### config.mk
export PLATFORM = sky130hd
export DESIGN_NAME = htif_loader
export DESIGN_NICKNAME = d
export VERILOG_FILES = /design/src/rtl/htif_loader_pkg.sv /design/src/rtl/htif_loader.sv
export SDC_FILE = /design/constraint.sdc
export NUM_CORES = 1
export LEC_CHECK = 0
export ABC_AREA = 1
export ABC_CLOCK_PERIOD_IN_PS = 2410
export CAP_MARGIN = 30
export CORE_ASPECT_RATIO = 1.25
export CORE_UTILIZATION = 54
export DETAILED_ROUTE_END_ITERATION = 10
export PLACE_DENSITY = 0.86
export RECOVER_POWER = 50
export SYNTH_ARGS = -nofsm -noshare
export SYNTH_HDL_FRONTEND = slang
export SYNTH_SLANG_ARGS = --single-unit
### constraint.sdc
create_clock -name clk -period 2.41 [get_ports clk]
set_clock_uncertainty 0.2 [all_clocks]
set_input_delay 0.482 -clock clk [delete_from_list [all_inputs] [get_ports clk]]
set_output_delay 0.482 -clock clk [all_outputs]
set_load 0.01 [all_outputs]
### src/rtl/htif_loader_pkg.sv
// Shared types and constants for the host-target loader.
// Command bytes, loader FSM states and the fixed dmem request encoding.
package htif_loader_pkg;

  typedef enum logic [2:0] {
    IDLE,
    ADDR,
    LEN,
    DATA,
    WRITE,
    RUN,
    ERR
  } state_e;

  localparam logic [7:0] CMD_WRITE = 8'h01;
  localparam logic [7:0] CMD_GO    = 8'h02;

  localparam logic       M_XWR = 1'b1;
  localparam logic [2:0] MT_W  = 3'd3;

endpackage

### src/rtl/htif_loader.sv
// Byte-serial host loader: assembles little-endian address/count/data words
// and issues full-word dmem writes, then releases the core on GO.
module htif_loader
  import htif_loader_pkg::*;
#(
  parameter int AW = 32,
  parameter int LW = 16
) (
  input  logic          clk,
  input  logic          rst_n,
  input  logic          host_valid,
  output logic          host_ready,
  input  logic [7:0]    host_data,
  input  logic          mem_req_ready,
  output logic          mem_req_valid,
  output logic [AW-1:0] mem_req_addr,
  output logic [31:0]   mem_req_data,
  output logic          mem_req_fcn,
  output logic [2:0]    mem_req_typ,
  output logic          core_run,
  output logic          err,
  output logic [LW-1:0] words_written
);

  state_e        state, state_nx;
  logic [1:0]    idx;
  logic [31:0]   word_q;
  logic [AW-1:0] addr_q;
  logic [LW-1:0] remain_q;
  logic [LW-1:0] ww_q;

  logic          receiving;
  logic          xfer;
  logic          last_byte;
  logic          write_done;
  logic [31:0]   asm_word;
  logic [LW-1:0] len_val;

  assign receiving  = (state == IDLE) || (state == ADDR) || (state == LEN) || (state == DATA);
  assign xfer       = host_valid & receiving;
  // LEN carries two bytes; ADDR and DATA carry four.
  assign last_byte  = (state == LEN) ? (idx == 2'd1) : (idx == 2'd3);
  assign write_done = (state == WRITE) & mem_req_ready;
  assign asm_word   = {host_data, word_q[31:8]};
  assign len_val    = LW'({host_data, word_q[31:24]});

  // NOTE: every flop is written with <= so all registers update from the same pre-edge values.
  always_ff @(posedge clk or negedge rst_n) begin
    if (!rst_n) state <= IDLE;
    else        state <= state_nx;
  end

  always_comb begin
    // NOTE: assigning the default first guarantees no path through the case infers a latch.
    state_nx = state;
    unique case (state)
      IDLE: if (xfer) begin
        if (host_data == CMD_WRITE)   state_nx = ADDR;
        else if (host_data == CMD_GO) state_nx = RUN;
        else                          state_nx = ERR;
      end
      ADDR:  if (xfer && last_byte) state_nx = LEN;
      LEN:   if (xfer && last_byte) state_nx = (len_val != '0) ? DATA : IDLE;
      DATA:  if (xfer && last_byte) state_nx = WRITE;
      WRITE: if (mem_req_ready)     state_nx = (remain_q == LW'(1)) ? IDLE : DATA;
      RUN:   state_nx = RUN;
      ERR:   state_nx = ERR;
      default: state_nx = ERR;
    endcase
  end

  // Shared shift register: holds address bytes, then count bytes, then the data word.
  always_ff @(posedge clk or negedge rst_n) begin
    if (!rst_n) begin
      idx      <= '0;
      word_q   <= '0;
      addr_q   <= '0;
      remain_q <= '0;
      ww_q     <= '0;
    end else begin
      if (xfer && state != IDLE) begin
        idx    <= last_byte ? 2'd0 : idx + 2'd1;
        word_q <= asm_word;
      end
      if (xfer && state == ADDR && last_byte) addr_q   <= AW'({asm_word[31:2], 2'b00});
      if (xfer && state == LEN  && last_byte) remain_q <= len_val;
      if (write_done) begin
        addr_q   <= addr_q + AW'(4);
        remain_q <= remain_q - LW'(1);
        ww_q     <= ww_q + LW'(1);
      end
    end
  end

  assign host_ready    = receiving;
  assign mem_req_valid = (state == WRITE);
  assign core_run      = (state == RUN);
  assign err           = (state == ERR);
  assign mem_req_addr  = addr_q;
  assign mem_req_data  = word_q;
  assign mem_req_fcn   = M_XWR;
  assign mem_req_typ   = MT_W;
  assign words_written = ww_q;

endmodule
==> run metrics, run 1 <==
dpl cells=1,084; Avg Cell Area, Syn=7.15 µm²; Crit. Startpoint=state[0]$_DFFE_PN0P_; critical path capture point type=output port; critical-path cell list=inv_2, nand2_4, nor2_8, clkdlybuf4s50_1; Final ANT Viol Nets=0; CP Max Fanout=5; CP max stage cell=clkdlybuf4s50_1; max-slew violations=0; Clock Tree Buf Depth=2; Clk Latency, worst-skew pair=0.35 ns; Fmax=427 MHz; RSZ-0062 raised after global routing=no; Multi-input gate area=0.00314 mm²; slew margin rel.=33.1%; Required @ worst endpoint=between 1.5 and 2 ns; first-pass GRT wire length=roughly 27,000 µm; CTS root buffer=clkbuf_16; critical path class=reg -> out; Post-synth top cells=313 x nand2_1, 104 x nor2_1, 99 x dfrtp_1; Avg WL per Cell=14.4 µm; Post-synth top flop=dfrtp_1; FILL cells=roughly 930; Hold Fails Final Rpt=0; dpl hpwl=11,600 µm; hold slack=0.288 ns; nets=977; drt initial violations=542; Yosys top cell by area=dfrtp_1; Syn-to-layout area delta=21.0%; Placed Area=0.00722 mm²; adder-cell share of the synthesized area=less than 1%; Yosys reg bits=99; Mapped Cells=866; Yosys top cell area share=40.0%; htree depth=3; core area=0.0111 mm²; Die ar.=0.0119 mm²; total clock sinks=99; CP max stage delay=0.54 ns; synthesized cell area=0.00619 mm²; Die Y=about 120 µm; Worst VDD drop=around 0.49 mV; input/output buffers=93; postcts setup bufs=0; Min-Delay Path Depth=2; hold path startpoint=mem_req_data[3]$_DFFE_PN0P_; Finished Cell Area=0.00749 mm²; critical path arrival=1.66 ns; most frequent cell after synthesis=nand2_1; Slew @ Worst Pin=1.00 ns; Max Cap Violations=0; overall routing resource usage=28.2%; largest family of logic cells by synthesized area=simple AND/OR/NAND/NOR gates; Leakage=between 0.003 and 0.004 µW; failing checks=design-rule violations; Ys Warns=0; Pwr Density=445 mW/mm²; mux cell area share after synthesis=2.18%; Tmin final=between 2 and 2.5 ns; share of flip-flops with an asynchronous set or reset=100%; row count=43; layout cells sized above 1=7.35%; Area contributors post-synth=dfrtp_1 40%, nand2_1 19%, nand3_1 6.5%; worst min path class=reg -> reg; number of global-route vias before repair=5,701; post-synthesis simple-gate area fraction=39.2%; initial antenna violation count=0; Vias per Instance=around 5.5; # DRC=12; Pre-antenna DRT Iters=8; ANT cells=0; outcome=complete, but fails checks; CTS buffer count=9; CTS tree=done; post-synthesis cell type count=41; IO Count=100; Clock Pin Slew Worst Setup and Hold Paths=0.07 ns; Post-synth EDFFs=0; GPL Wtd Cong=~0.91; worst reg-to-reg path cell count=9; setup_tns=0 ns; routed via count=6,061; final setup vio count=0; largest net degree at the start of global routing=47; Post-Synth XOR/XNOR Area=under 10%; GR Overflow Total=0; Final Non-Filler Cells=1,101; Critical R2R Launch=state[0]$_DFFE_PN0P_; CP Launch Type=register; Total Power=3340 µW; Seq/Total Area, Yosys=40.0%; Starting Density=55.6%; final WL=around 16,000 µm; compound-cell area share of the yosys netlist=5.72%; final period utilization=97.2%; Die X-Extent=slightly below 100 µm; FF/Latch Area=0.00248 mm²
[layout make-up]
cell class                 instances  share of cell area, %
multi-input combinational        654                   41.9
sequential                        99                   33.1
timing repair buffer             107                   13.7
inverter                          90                   4.61
clock buffer                       9                   3.01
tap                              135                   2.26
clock inverter                     7                   1.42
[cell usage in the layout, fill, tap and decap left out, types with 5 or more instances in the layout]
| cell | Yosys | routed |
|---|---|---|
| nand2_1 | 313 | 314 |
| nor2_1 | 104 | 107 |
| dfrtp_1 | 99 | 97 |
| clkdlybuf4s50_1 | 0 | 91 |
| inv_1 | 82 | 83 |
| nand3_1 | 81 | 82 |
| o21ai_0 | 22 | 23 |
| a21oi_1 | 15 | 15 |
| xor2_1 | 14 | 14 |
| nand3b_1 | 13 | 13 |
| o211ai_1 | 11 | 11 |
| buf_4 | 11 | 10 |
| clkbuf_16 | 0 | 9 |
| nor3_1 | 8 | 8 |
| nand4_1 | 7 | 7 |
| xnor2_1 | 7 | 7 |
| mux2_4 | 6 | 6 |
| conb_1 | 2 | 6 |
| inv_2 | 6 | 5 |
| nand2_2 | 5 | 5 |
[layer usage]
metal | wire, µm | track usage [%] | vias up | share of wire, %
li1 | - | - | 2913 | -
met1 | 6650 | 37.3 | 2838 | 42
met2 | 7620 | 46.0 | 281 | 48
met3 | 1160 | 3.96 | 29 | 7.3
met4 | 396 | 13.6 | 0 | 2.5
met5 | 0 | 0 | - | 0
[worst paths after layout]
| check | to | slack (ns) |
|---|---|---|
| max | mem_req_valid | 0.07 |
| min | mem_req_data[3]$_DFFE_PN0P_ | 0.29 |
| max reg2reg | mem_req_addr[5]$_DFFE_PN0P_ | 0.19 |
| min reg2reg | mem_req_data[3]$_DFFE_PN0P_ | 0.29 |
| max in group asynchronous | mem_req_data[15]$_DFFE_PN0P_ | 0.29 |
| min in group asynchronous | mem_req_addr[14]$_DFFE_PN0P_ | 0.63 |
[registers in the layout, indices dropped and copies added (netlist names)]
register,count
idx,2
mem_req_addr,30
mem_req_data,32
remain_q,16
state,3
words_written,16
[timing repair]
action                     4_1_cts  5_1_grt
resized for setup                0        2
setup endpoints to repair        0        2
hold endpoints to repair        36        0
hold buffers                     1        0
[power by group]
group | total (µW) | switching, µW | leakage (µW) | internal, µW
sequential | 1660 | 0 | 0.00127 | 1660
combinational | 81.3 | 58.2 | 0.00223 | 23.1
clock | 1590 | 667 | 0.000156 | 928
[critical path: cells and delay by family, from the launching register on]
family        cells  cell delay (ns)
buf+inv           2             0.68
flops             1             0.44
simple gates      2             0.20
[stage by stage]
stage / util (%) / setup WS [ns]
4_1_cts: 67.9 / 0.0278
6_report: 67.2 / 0.0663
2_1_floorplan: - / 0.600
3_5_place_dp: 64.8 / 0.147
5_1_grt: 67.2 / 0.00433
3_3_place_gp: 64.8 / 0.193
[cell families (layout without fill, tap and decap cells)]
kind of cell / after synthesis / after routing
AOI/OAI and AO/OA: 61 / 61
muxes: 10 / 10
other: 2 / 6
DFF: 99 / 99
xor gates and xnor gates: 21 / 21
and+or+nand+nor: 552 / 552
buffers and inverters: 117 / 213
adders and majority gates: 4 / 4
No activity file was read; power rests on OpenSTA's default activity.
==> inputs of run 2 (changes only) <==
--- a/config.mk
+++ b/config.mk
@@ -8,7 +8,6 @@
 export ABC_AREA = 1
 export ABC_CLOCK_PERIOD_IN_PS = 2410
 export CAP_MARGIN = 30
-export CORE_ASPECT_RATIO = 1.25
 export CORE_UTILIZATION = 54
 export DETAILED_ROUTE_END_ITERATION = 10
 export PLACE_DENSITY = 0.86
==> run 2 against run 1 <==
The run now ends clean. Core utilization grew 0.51 points. Final area decreased by 0.63%. First-iteration DRC count grew 10%. Hold slack gained 0.0048 ns. Sequential share of layout area increased by 0.23 points. Sequential power hardly changed. Critical path depth stayed put. Via count rose by 0.76%. Critical endpoint is now core_run. Largest cell class unchanged.
==> run metrics, run 2 (synthesized netlist as in run 1, its figures left out) <==
Min-Delay Path Depth=2; Final ANT Viol Nets=0; Finished Cell Area=approximately 0.0074 mm²; hold slack=0.293 ns; setup_tns=0 ns; largest net degree at the start of global routing=56; CP max stage delay=0.53 ns; Pwr Density=428 mW/mm²; CTS root buffer=clkbuf_16; Max Cap Violations=0; routed via count=around 6,100; max reg flops=32; total clock sinks=99; Leakage=0.00365 µW; number of global-route vias before repair=~5,500; max-slew violations=0; initial antenna violation count=0; row count=38; Vias per Instance=roughly 5.5; core area=between 0.01 and 0.015 mm²; CP Launch Type=register; GR Overflow Total=0; dpl hpwl=12,100 µm; Die X-Extent=109 µm; slew margin rel.=48.4%; worst reg-to-reg path cell count=9; Critical R2R Launch=state[2]$_DFFE_PN0P_; postcts setup bufs=0; Pre-antenna DRT Iters=5; Die ar.=0.0119 mm²; CP max stage cell=clkdlybuf4s50_1; final period utilization=96.4%; Starting Density=56.4%; critical-path cell list=inv_1, nand3_1, inv_1, clkdlybuf4s50_1; commonest non-fill, non-tap cell in the layout=nand2_1; Total Power=3180 µW; r2r setup slk=approximately 0.23 ns; Hold Fails Final Rpt=0; GPL Wtd Cong=0.920; ANT cells=0; Worst VDD drop=0.370 mV; Syn-to-layout area delta=20.2%; Clk Latency, worst-skew pair=about 0.36 ns; layout cells sized above 1=~6.6%; CP Max Fanout=7; Avg WL per Cell=around 15 µm; nets=974; final setup vio count=0; critical path arrival=about 1.6 ns; CTS buffer count=9; hold path startpoint=mem_req_data[3]$_DFFE_PN0P_; critical path capture point type=output port; drt initial violations=598; IO Count=100; Fmax=430 MHz; hold endpoint=mem_req_data[3]$_DFFE_PN0P_; CTS tree=done; Reg2Reg Capture Point=mem_req_addr[30]$_DFFE_PN0P_; Clock Tree Buf Depth=2; htree depth=3; worst min path class=reg -> reg; # DRC=0; most frequent cells in the layout=313 x nand2_1, 106 x nor2_1, 96 x dfrtp_1; overall routing resource usage=30.3%; Tmin final=2.32 ns; critical path class=reg -> out; first-pass GRT wire length=roughly 27,000 µm; Placed Area=0.00721 mm²; cell mode on critical path=inv_1; Slew @ Worst Pin=approximately 0.77 ns; FILL cells=around 940; outcome=completed; Clock Pin Slew Worst Setup and Hold Paths=0.07 ns; input/output buffers=93; final WL=16,700 µm; RSZ-0062 raised after global routing=no; Required @ worst endpoint=1.73 ns; Die Y=109 µm
[run 2: cell types whose count changed in the layout (fill, tap and decap cells not counted), moves of 2 or more]
cell	previous run	this run
inv_1	83	85
bufinv_16	2	0
clkinvlp_4	2	0
inv_6	1	3
buf_4	10	6
inv_2	5	3
buf_12	0	2
mux2_4	6	0
mux2_1	0	6
[run 2: power breakdown]
part	total, µW	switching (µW)	internal (µW)	leakage (µW)
Sequential	1660	0	1660	0.00127
Combinational	84.6	60.9	23.7	0.00223
Clock	1440	712	728	0.000145
Total	3180	773	2410	0.00365
[run 2: cell type report]
class                      instances  area (µm²)  share of cell area [%]
timing repair buffer             104        1040                    13.9
multi-input combinational        654        3110                    41.8
clock inverter                     7        67.6                   0.908
clock buffer                       9         225                    3.03
sequential                        99        2480                    33.3
tap                              140         175                    2.35
inverter                          90         345                    4.64
[run 2: what timing repair did]
item                                    CTS  global route
hold endpoints to repair                 25             0
gates resized for setup                   0             4
hold buffers                              1             0
endpoints found under the setup margin    0             2
[run 2: how the worst max path moves through the flow]
stage | from | to | slack (ns)
4_1_cts | state[2]$_DFFE_PN0P_ | mem_req_valid | 0.008
6_report | state[1]$_DFFE_PN0P_ | core_run | 0.09
2_1_floorplan | mem_req_addr[2]$_DFFE_PN0P_ | mem_req_addr[22]$_DFFE_PN0P_ | 0.60
3_3_place_gp | host_valid | mem_req_addr[30]$_DFFE_PN0P_ | 0.09
3_5_place_dp | host_valid | mem_req_addr[30]$_DFFE_PN0P_ | 0.06
5_1_grt | state[1]$_DFFE_PN0P_ | core_run | 0.04
[run 2: worst max-delay path, delay by kind of cell, from the launching register on]
| kind | cells | cell delay [ns] |
|---|---|---|
| flops | 1 | 0.46 |
| simple gates | 1 | 0.10 |
| buf+inv | 3 | 0.73 |
[run 2: per-layer routing]
metal | track usage [%] | vias to the layer above | part of all wire [%]
met3 | 7.23 | 33 | 9.5
met4 | 10.7 | 0 | 2.0
met1 | 43.4 | 2845 | 45
met2 | 44.6 | 312 | 44
li1 | - | 2917 | -
met5 | 0 | - | 0
[run 2: metrics by stage]
stage,worst slack (ns),instances,util (%)
global route,0.0390,1103,67.7
detailed placement,0.0573,1086,65.7
CTS,0.00806,1103,68.4
global placement,0.0906,1086,65.7
floorplan,0.600,870,-
finish,0.0863,1103,67.7
==> inputs of run 3 (changes only) <==
==> constraint.sdc (replaced) <==
create_clock -name clk -period 2.41 [get_ports clk]
set_clock_uncertainty 0.2 [all_clocks]
set_input_delay 0.482 -clock clk [delete_from_list [all_inputs] [get_ports clk]]
set_output_delay 0.482 -clock clk [all_outputs]
set_load 0.02 [all_outputs]
==> run 3 against run 2 <==
Clock power is essentially flat. Largest power group unchanged. Largest cell class unchanged. Non-clock buffer count stayed put. Combinational power is 4.7% higher.
==> run metrics, run 3 (synthesized netlist as in run 1, its figures left out) <==
Final ANT Viol Nets=0; critical path arrival=1.67 ns; worst min path class=reg -> reg; row count=38; Hold Fails Final Rpt=0; largest net degree at the start of global routing=between 50 and 60; outcome=completed; Slew @ Worst Pin=0.778 ns; dpl hpwl=12,100 µm; met3 Resource Use GR=7.23%; Tmin final=2.35 ns; Total Power=3190 µW; Placed Area=between 0.007 and 0.008 mm²; Avg WL per Cell=around 15 µm; input/output buffers=93; Required @ worst endpoint=1.73 ns; # DRC=0; number of global-route vias before repair=between 5,000 and 6,000; overall routing resource usage=a little under a third; final period utilization=around 98%; CTS buffer count=9; ANT cells=0; CP max stage delay=around 0.60 ns; htree depth=3; Reg power frac=around 52%; FILL cells=938; GR Overflow Total=0; global route hottest layer=met2; nets=974; switching power=781 µW; max reg flops=32; Finished Cell Area=about 0.0074 mm²; Leakage=~0.0036 µW; CTS tree=done; IO Count=100; critical-path cell list=inv_2, nand3_1, inv_1, clkdlybuf4s50_1; max-slew violations=0; Fmax=425 MHz; Sw Share=24.5%; final setup vio count=0; routed via count=6,042; core area=0.0110 mm²; initial antenna violation count=0; critical path capture point type=output port; Max Cap Violations=0; total clock sinks=99; CP Max Fanout=7; Die X-Extent=109 µm; CP Launch Type=register; Syn-to-layout area delta=20.0%; final WL=16,800 µm; CTS root buffer=clkbuf_16; Place WS=0.0573 ns; met2 usage=44.6%; slew margin rel.=48.2%; Vias per Instance=5.48; GPL Wtd Cong=0.920; Starting Density=between 50% and 60%; drt initial violations=roughly 580; clock network fraction of design power=45.2%; Clock Pin Slew Worst Setup and Hold Paths=0.07 ns; Clock Tree Buf Depth=2; commonest non-fill, non-tap cell in the layout=nand2_1; internal power component=2410 µW; layout cells sized above 1=6.54%; most frequent cells in the layout=314 x nand2_1, 106 x nor2_1, 97 x dfrtp_1; grt met1 use=43.4%; first-pass GRT wire length=27,400 µm; Pre-antenna DRT Iters=5; critical path class=reg -> out; setup_tns=0 ns; Die ar.=roughly 0.012 mm²; Worst VDD drop=about 0.37 mV; Die Y=109 µm; CP max stage cell=clkdlybuf4s50_1; Pwr Density=approximately 430 mW/mm²; RSZ-0062 raised after global routing=no; Comb pwr share=roughly 2.8%; setup ws final=between 0.05 and 0.06 ns; Clk Latency, worst-skew pair=approximately 0.36 ns
-- run 3: path summary, 6_finish.rpt --
path,slack [ns],to,start,cells after the start
worst max-delay path,0.06,core_run,state[1]$_DFFE_PN0P_,4
worst min-delay path,0.29,mem_req_data[3]$_DFFE_PN0P_,mem_req_data[3]$_DFFE_PN0P_,2
worst max register to register,0.17,mem_req_data[12]$_DFFE_PN0P_,state[0]$_DFFE_PN0P_,8
worst min register to register,0.29,mem_req_data[3]$_DFFE_PN0P_,mem_req_data[3]$_DFFE_PN0P_,2
max in group asynchronous,0.34,mem_req_addr[14]$_DFFE_PN0P_,rst_n,3
min in group asynchronous,0.48,mem_req_data[3]$_DFFE_PN0P_,rst_n,2
-- run 3: final cells by class --
cell class / count / area, µm² / area share [%]
repair buffers: 104 / 1020 / 13.7
flip-flops and latches: 99 / 2480 / 33.4
clock inverters: 7 / 67.6 / 0.909
well taps: 140 / 175 / 2.36
multi-input cells: 654 / 3120 / 42.0
inverters: 90 / 343 / 4.61
clock buffers: 9 / 225 / 3.03
-- run 3: timing repair --
item / 4_1_cts / 5_1_grt
setup buffers: 0 / 0
hold endpoints to repair: 25 / 0
gates resized for setup: 2 / 1
pin swaps: 0 / 0
setup endpoints to repair: 3 / 2
hold buffers: 1 / 0
-- run 3: power by group through the flow --
| stage | clock network [µW] | registers [µW] | logic [µW] |
|---|---|---|---|
| 3_3_place_gp | 0 | 1690 | 92.6 |
| 4_1_cts | 1450 | 1660 | 94.7 |
| 6_report | 1440 | 1660 | 88.6 |
| 5_1_grt | 1520 | 1660 | 100 |
| 3_5_place_dp | 0 | 1690 | 92.8 |
| 2_1_floorplan | 0 | 1690 | 26.9 |
-- run 3: through the flow --
step                utilization, %  cells  hold slack [ns]
global placement              65.7   1086            0.220
CTS                           68.4   1103            0.300
finish                        67.7   1103            0.294
floorplan                        -    870          -0.0136
detailed placement            65.7   1086            0.218
global route                  67.7   1103            0.342
-- run 3: layer usage --
layer  part of all wire [%]  wire length (µm)
met1                     45              7540
met2                     44              7310
met3                    9.5              1600
met4                    1.8               304
met5                      0                 0
-- run 3: worst max-delay path, delay by kind of cell, from the launching register on --
kind                   cells  cell delay [ns]
buffers and inverters      3             0.77
DFF                        1             0.46
and+or+nand+nor            1             0.09
